===== config.mk =====
export PLATFORM = sky130hd
export DESIGN_NAME = grev_issue_ctrl
export DESIGN_NICKNAME = d
export VERILOG_FILES = /design/src/rtl/bitmanip_pkg.sv /design/src/rtl/grev_issue_ctrl.sv
export SDC_FILE = /design/constraint.sdc
export NUM_CORES = 1
export LEC_CHECK = 0
export CORE_ASPECT_RATIO = 1.25
export CORE_MARGIN = 2
export CORE_UTILIZATION = 34
export CTS_CLUSTER_SIZE = 16
export DETAILED_ROUTE_END_ITERATION = 10
export GPL_ROUTABILITY_DRIVEN = 0
export GPL_TIMING_DRIVEN = 0
export PLACE_DENSITY = 0.9
export SYNTH_ARGS = -nofsm -noshare
export SYNTH_HDL_FRONTEND = slang
export SYNTH_SLANG_ARGS = --single-unit

===== constraint.sdc =====
create_clock -name clock -period 6.2 [get_ports clock]
set_input_delay 0.93 -clock clock [delete_from_list [all_inputs] [get_ports clock]]
set_output_delay 0.93 -clock clock [all_outputs]
set_load 0.005 [all_outputs]

===== src/rtl/bitmanip_pkg.sv =====
`default_nettype none
// ============================================================================
//  Module  : bitmanip_pkg
//  Brief   : Shared constants and state encoding for the grev issue/capture
//            sequencer.
//  Rev     : 1.0  initial release
// ============================================================================
package bitmanip_pkg;

  localparam int XLEN          = 32;
  localparam int SHAMT_W       = 5;
  localparam int TAG_W         = 5;
  localparam int GREV_CORE_LAT = 6;

  // Run counter: counts 1..GREV_CORE_LAT+1, so 3 bits cover latency 6.
  localparam int CNT_W = 3;
  localparam logic [CNT_W-1:0] CNT_DONE = CNT_W'(GREV_CORE_LAT);
  localparam logic [CNT_W-1:0] CNT_MAX  = CNT_W'(GREV_CORE_LAT + 1);

  typedef enum logic [1:0] {
    IDLE = 2'd0,
    RUN  = 2'd1,
    HOLD = 2'd2
  } state_t;

endpackage
`default_nettype wire


===== src/rtl/grev_issue_ctrl.sv =====
`default_nettype none
// ============================================================================
//  Module  : grev_issue_ctrl
//  Brief   : Issue/capture sequencer in front of the iterative 32-bit
//            generalized-reverse core. Launches the core with a one-cycle
//            start, checks its fixed latency, and holds the result under a
//            valid/ready handshake.
//  Config  : GREV_ZERO_BYPASS_EN - when defined, ops with rs2==0 skip the
//            core and return rs1 with one-cycle latency.
//  Rev     : 1.0  initial release
// ============================================================================
module grev_issue_ctrl
  import bitmanip_pkg::*;
(
  input  logic               clock,
  input  logic               resetn,
  input  logic               in_valid,
  output logic               in_ready,
  input  logic [XLEN-1:0]    in_rs1,
  input  logic [SHAMT_W-1:0] in_rs2,
  input  logic [TAG_W-1:0]   in_tag,
  output logic               out_valid,
  input  logic               out_ready,
  output logic [XLEN-1:0]    out_rd,
  output logic [TAG_W-1:0]   out_tag,
  output logic               err,
  output logic               core_start,
  output logic [XLEN-1:0]    core_rs1,
  output logic [SHAMT_W-1:0] core_rs2,
  input  logic [XLEN-1:0]    core_rd,
  input  logic               core_done
);

  state_t             state;
  state_t             state_nxt;
  logic [CNT_W-1:0]   cnt;
  logic [TAG_W-1:0]   tag_q;
  logic               fire;
  logic               bypass;
  logic               capture;
  logic               bad_timing;

  assign in_ready  = (state == IDLE) || ((state == HOLD) && out_ready);
  assign fire      = in_valid && in_ready;
  assign out_valid = (state == HOLD);

`ifdef GREV_ZERO_BYPASS_EN
  assign bypass = (in_rs2 == '0);
`else
  assign bypass = 1'b0;
`endif

  // The core has no reset, so it only ever sees a start for ops it must compute.
  assign core_start = fire && !bypass;
  assign core_rs1   = in_rs1;
  assign core_rs2   = in_rs2;

  // Leave RUN on any done or at timeout; anything but done at the expected
  // count is a timing fault of the core.
  assign capture    = (state == RUN) && (core_done || (cnt == CNT_MAX));
  assign bad_timing = (state == RUN) &&
                      (core_done ? (cnt != CNT_DONE) : (cnt == CNT_MAX));

  // State register.
  always_ff @(posedge clock) begin
    if (!resetn) state <= IDLE;
    else         state <= state_nxt;
  end

  // Next-state selection; a fire from IDLE or HOLD goes to RUN or, when
  // bypassed, straight back to HOLD.
  always_comb begin
    state_nxt = state;
    unique case (state)
      IDLE: if (fire) state_nxt = bypass ? HOLD : RUN;
      RUN:  if (capture) state_nxt = HOLD;
      HOLD: begin
        if (out_ready) begin
          if (fire) state_nxt = bypass ? HOLD : RUN;
          else      state_nxt = IDLE;
        end
      end
      default: state_nxt = IDLE;
    endcase
  end

  // Latency counter: 1 in the first RUN cycle, saturating at CNT_MAX.
  always_ff @(posedge clock) begin
    if (!resetn)                                  cnt <= '0;
    else if (core_start)                          cnt <= CNT_W'(1);
    else if ((state == RUN) && (cnt != CNT_MAX))  cnt <= cnt + CNT_W'(1);
  end

  // Request tag travels alongside the op while the core is busy.
  always_ff @(posedge clock) begin
    if (fire) tag_q <= in_tag;
  end

  // Result register: no reset needed, only meaningful while out_valid.
  always_ff @(posedge clock) begin
    if (fire && bypass) begin
      out_rd  <= in_rs1;
      out_tag <= in_tag;
    end else if (capture) begin
      out_rd  <= core_rd;
      out_tag <= tag_q;
    end
  end

  // Sticky timing-fault flag, cleared only by reset.
  always_ff @(posedge clock) begin
    if (!resetn)         err <= 1'b0;
    else if (bad_timing) err <= 1'b1;
  end

endmodule
`default_nettype wire

# == Word level (Yosys, flattened, before mapping) ==
# Cells that the tools add are included.
# word_totals
ff_bits,48
inputBits,79
out_inout_bits,78
elab_cells,36
# classes
add_sub_neg,1
n_eq_ne,8
muxes,8
bitwise,1
n_reduce_logical,11
# ops
operator,n
$mux 2,3
$ne 3x3->1 const B,2
$pmux 2 s3,1
$logic_and 1x1->1,5
$mux 1,4
$ne 2x2->1 const B,2
$add 3x1->3 const B,1
$eq 3x3->1 const B,1
$reduce_and 3->1,1
$eq 2x1->1 const B,1
$eq 2x2->1 const B,1
$logic_not 2->1,1
$logic_or 1x1->1,2
$ne 2x1->1 const B,1
$reduce_bool 2->1,1
$reduce_or 2->1,1
$not 1->1,1

# == Logic depth before layout (Yosys ltp) ==
# depth
depth_word,7
ltp_mapped,5
ltp_nobuf,5

# == Worst setup path before layout ==
# No wires, ideal clock.
# synth_timing
path_type,input to register
start,in core_done
end,"reg out_rd[0], enable pin"
setup_time_ns,0.433
arrival_time_ns,2.567
t_required_ns,5.767
setup_slack_ns,3.200
path_stages,2
path_buffers,0
cell_sequence,nor2_1 nor2_1
# synth_between
elab_chain_cells,2
# synth_lines
element,line_no,rtl
from (decl),grev_issue_ctrl.sv:31,input logic core_done
$logic_or 1x1->1,grev_issue_ctrl.sv:60,assign capture = (state == RUN) && (core_done || (cnt == CNT_MAX));
$logic_and 1x1->1,grev_issue_ctrl.sv:60,
via capture,grev_issue_ctrl.sv:40,logic capture;
to (signal assigned),grev_issue_ctrl.sv:102,out_rd <= in_rs1;
to (signal assigned),grev_issue_ctrl.sv:105,out_rd <= core_rd;
to (decl),grev_issue_ctrl.sv:24,"output logic [XLEN-1:0] out_rd,"
# The timed path passes the listed nets, and every way through them passes these cells.
# A chain may end at the register's enable or synchronous reset.

# == Worst setup path in the final report ==
# layout_timing
start,in out_ready
end,out core_start
# layout_between
elab_chain_cells,3
# layout_lines
element,line_no,rtl
from (decl),grev_issue_ctrl.sv:23,"input logic out_ready,"
$logic_and 1x1->1,grev_issue_ctrl.sv:43,assign in_ready = (state == IDLE) || ((state == HOLD) && out_ready);
$logic_or 1x1->1,grev_issue_ctrl.sv:43,
$logic_and 1x1->1,grev_issue_ctrl.sv:44,assign fire = in_valid && in_ready;
to (decl),grev_issue_ctrl.sv:27,"output logic core_start,"
# Every way passes these cells.

==> impl_metrics.tcl <==
set metrics [dict create \
    critPathKind "input pin to output pin" \
    synth_fp_nets 192 \
    die_h_um 86.7 \
    ff2ff_setup_slack_ns 4.19 \
    stdcell_count 301 \
    grt_first_pass_wirelength_um 6070 \
    vias_per_cell 4.24 \
    dp_hpwl_um 3390 \
    synthTopCellsByArea "edfxtp_1, buf_4, dfxtp_1" \
    finalHoldViolCount 0 \
    tightest_slew_ns 0.980 \
    cap_violations 0 \
    layout.area.seq_sq_mm 0.00138 \
    hold_path_class "flip-flop to flip-flop" \
    skew_ns 0.00534 \
    peakVddDrop_mv 0.0993 \
    synthDistinctLibCells 16 \
    reg2reg_from "cnt[1]" \
    num_vias 1277 \
    dr.pass1.iters 4 \
    ys.warnings.count 0 \
    outcome "completed" \
    slew_headroom_pct 34.5 \
    rows 30 \
    globalRouteOverflowTotal 0 \
    clockRootBuffer "clkbuf_8" \
    cts_buffer_depth 2 \
    r2r_cells 4 \
    critical_path_required_ns 5.27 \
    grt_pass1_vias 1264 \
    wl_per_cell_um 13.8 \
    netlist_instances 110 \
    synth_common_cells "edfxtp_1, buf_4, dfxtp_1, nor2_1, o21a_1" \
    synth_largest_area_cell "edfxtp_1" \
    cts_hold_buf 0 \
    fmax_mhz 275 \
    fin_tns_setup_ns 0 \
    power.leakage_uw 0.00120 \
    synth_ff_type "edfxtp_1" \
    crit_path_start_kind "input pin" \
    fill_cells 418 \
    insertion_delay_ns 0.28 \
    post_cts_buffers 0 \
    period_share_pct 58.8 \
    htree_levels 2 \
    numCtsBuffers 5 \
    syn_to_final_growth_pct 73.3 \
    core-area_sq_mm 0.00537 \
    die_w_um 70.1 \
    yosys.cell_count.top_type "edfxtp_1" \
    setup_violations 0 \
    nets 318 \
    ios 157 \
    dr.first_iter.drc_count 104 \
    totalWireLength_um 4150 \
    grt_max_degree 39 \
    syn-mean-instance-area_sq_um 16.9 \
    pwr_density_cell_mw_per_mm2 202 \
    worst_setup_path_end_kind "output pin" \
    multi_input_area_sq_um 199 \
    rsz0062_at_grt "false" \
    clkSinkCount 48 \
    die_area_sq_mm 0.00608 \
    route.detailed.drc 0 \
    power.total_uw 650 \
    crit_arrival_ns 2.71 \
    clk_pin_slew_ns 0.08 \
    cts_tree "yes" \
    port_buffers 119 \
    dp.cells 293 \
    crit_path_max_fanout 10 \
    synth-seq-cells 48 \
    synthArstFlopShare_pct 0 \
    initial_core_util_pct 34.6 \
    slew_violations 0 \
    reg2reg_to "out_tag[3]" \
    timing.final.crit_period_ns 3.64 \
    grt_antenna_before_repair 0 \
    diodes 0 \
    grt_use_total_pct 13.0 \
    yosys.area.top_type_share_pct 67.9 \
    drive_gt1_share_pct 19.8 \
    synth_edf_count 42 \
    ys_seq_area_share_pct 74.3 \
    ant_nets 0 \
    syn-cell-area_sq_mm 0.00186 \
    crit_end "core_start" \
    cts_resized 0 \
    worstSetupStartpoint "out_ready" \
]
[sequential cells by signal, indices dropped and copies added (netlist names)]
register and flops:
out_tag 5, err 1, state 2, tag_q 5
out_rd 32, cnt 3
[cell type report]
class	instances	area share, %
flip-flops and latches	48	42.9
repair buffers	119	37.0
plain buffers	37	8.62
multi-input cells	23	6.18
well taps	64	2.49
clock buffers	6	2.25
clock inverters	2	0.350
inverters	2	0.233
[layer usage]
layer / vias up / global-route usage [%] / routed length, um
met5: - / 0 / 0
met4: 0 / 3.67 / 43
met3: 5 / 5.12 / 587
met2: 127 / 22.9 / 1900
met1: 543 / 14.6 / 1620
li1: 602 / - / -
[how the worst min path moves through the flow]
stage,startpoint,to,slack (ns),cells after the start
5_1_grt,tag_q[3],out_tag[3],0.43,0
4_1_cts,tag_q[1],out_tag[1],0.43,0
3_3_place_gp,tag_q[2],out_tag[2],0.40,0
2_1_floorplan,tag_q[0],out_tag[0],0.40,0
3_5_place_dp,tag_q[0],out_tag[0],0.41,0
6_report,tag_q[1],out_tag[1],0.42,0
[worst max-delay path, stage by stage]
cell	delay, ns
clkdlybuf4s50_1	0.47
nor2b_1	0.07
nor3b_2	0.61
clkdlybuf4s50_1	0.63
[through the flow]
stage | utilization [%] | instance area, sq um | hold WS (ns) | worst slack (ns)
CTS | 60.0 | 3220 | 0.427 | 2.49
finish | 60.0 | 3220 | 0.425 | 2.56
global placement | 58.3 | 3130 | 0.401 | 2.23
floorplan | - | 1860 | 0.400 | 3.20
global route | 60.0 | 3220 | 0.433 | 2.40
detailed placement | 58.4 | 3140 | 0.406 | 2.50
[power breakdown]
group          internal [uW]  switching, uW
Clock                   78.2           92.7
Combinational           78.1           29.6
Sequential               366           4.88
Total                    523            127
[logic make-up (layout without fill, tap and decap cells)]
| kind of cell | after synthesis | count (layout) | synth area share [%] |
|---|---|---|---|
| simple gates | 12 | 12 | 4.38 |
| xor+xnor | 1 | 1 | 0.471 |
| flops | 48 | 48 | 74.3 |
| fa+ha+maj | 3 | 3 | 2.02 |
| mux | 1 | 1 | 0.539 |
| buf+inv | 39 | 166 | 15.4 |
| compound gates | 6 | 6 | 2.90 |
[cell usage in the layout, fill, tap and decap left out]
master / Yosys / final
dfxtp_1: 6 / 6
a311oi_1: 1 / 1
nor3_1: 2 / 2
clkbuf_8: 0 / 5
xnor2_1: 1 / 1
nor2b_1: 3 / 3
ha_1: 3 / 3
nand2b_1: 1 / 1
buf_4: 37 / 37
nor2_4: 0 / 1
nor3b_4: 1 / 1
o21a_1: 4 / 4
clkinvlp_4: 0 / 1
clkinv_1: 0 / 1
mux2i_1: 1 / 1
clkbuf_1: 0 / 1
edfxtp_1: 42 / 42
inv_1: 2 / 2
a2111oi_2: 1 / 1
nor3b_2: 1 / 1
clkdlybuf4s50_1: 0 / 119
nor2_1: 4 / 3
Note: power is estimated with default switching activity, not from simulation.
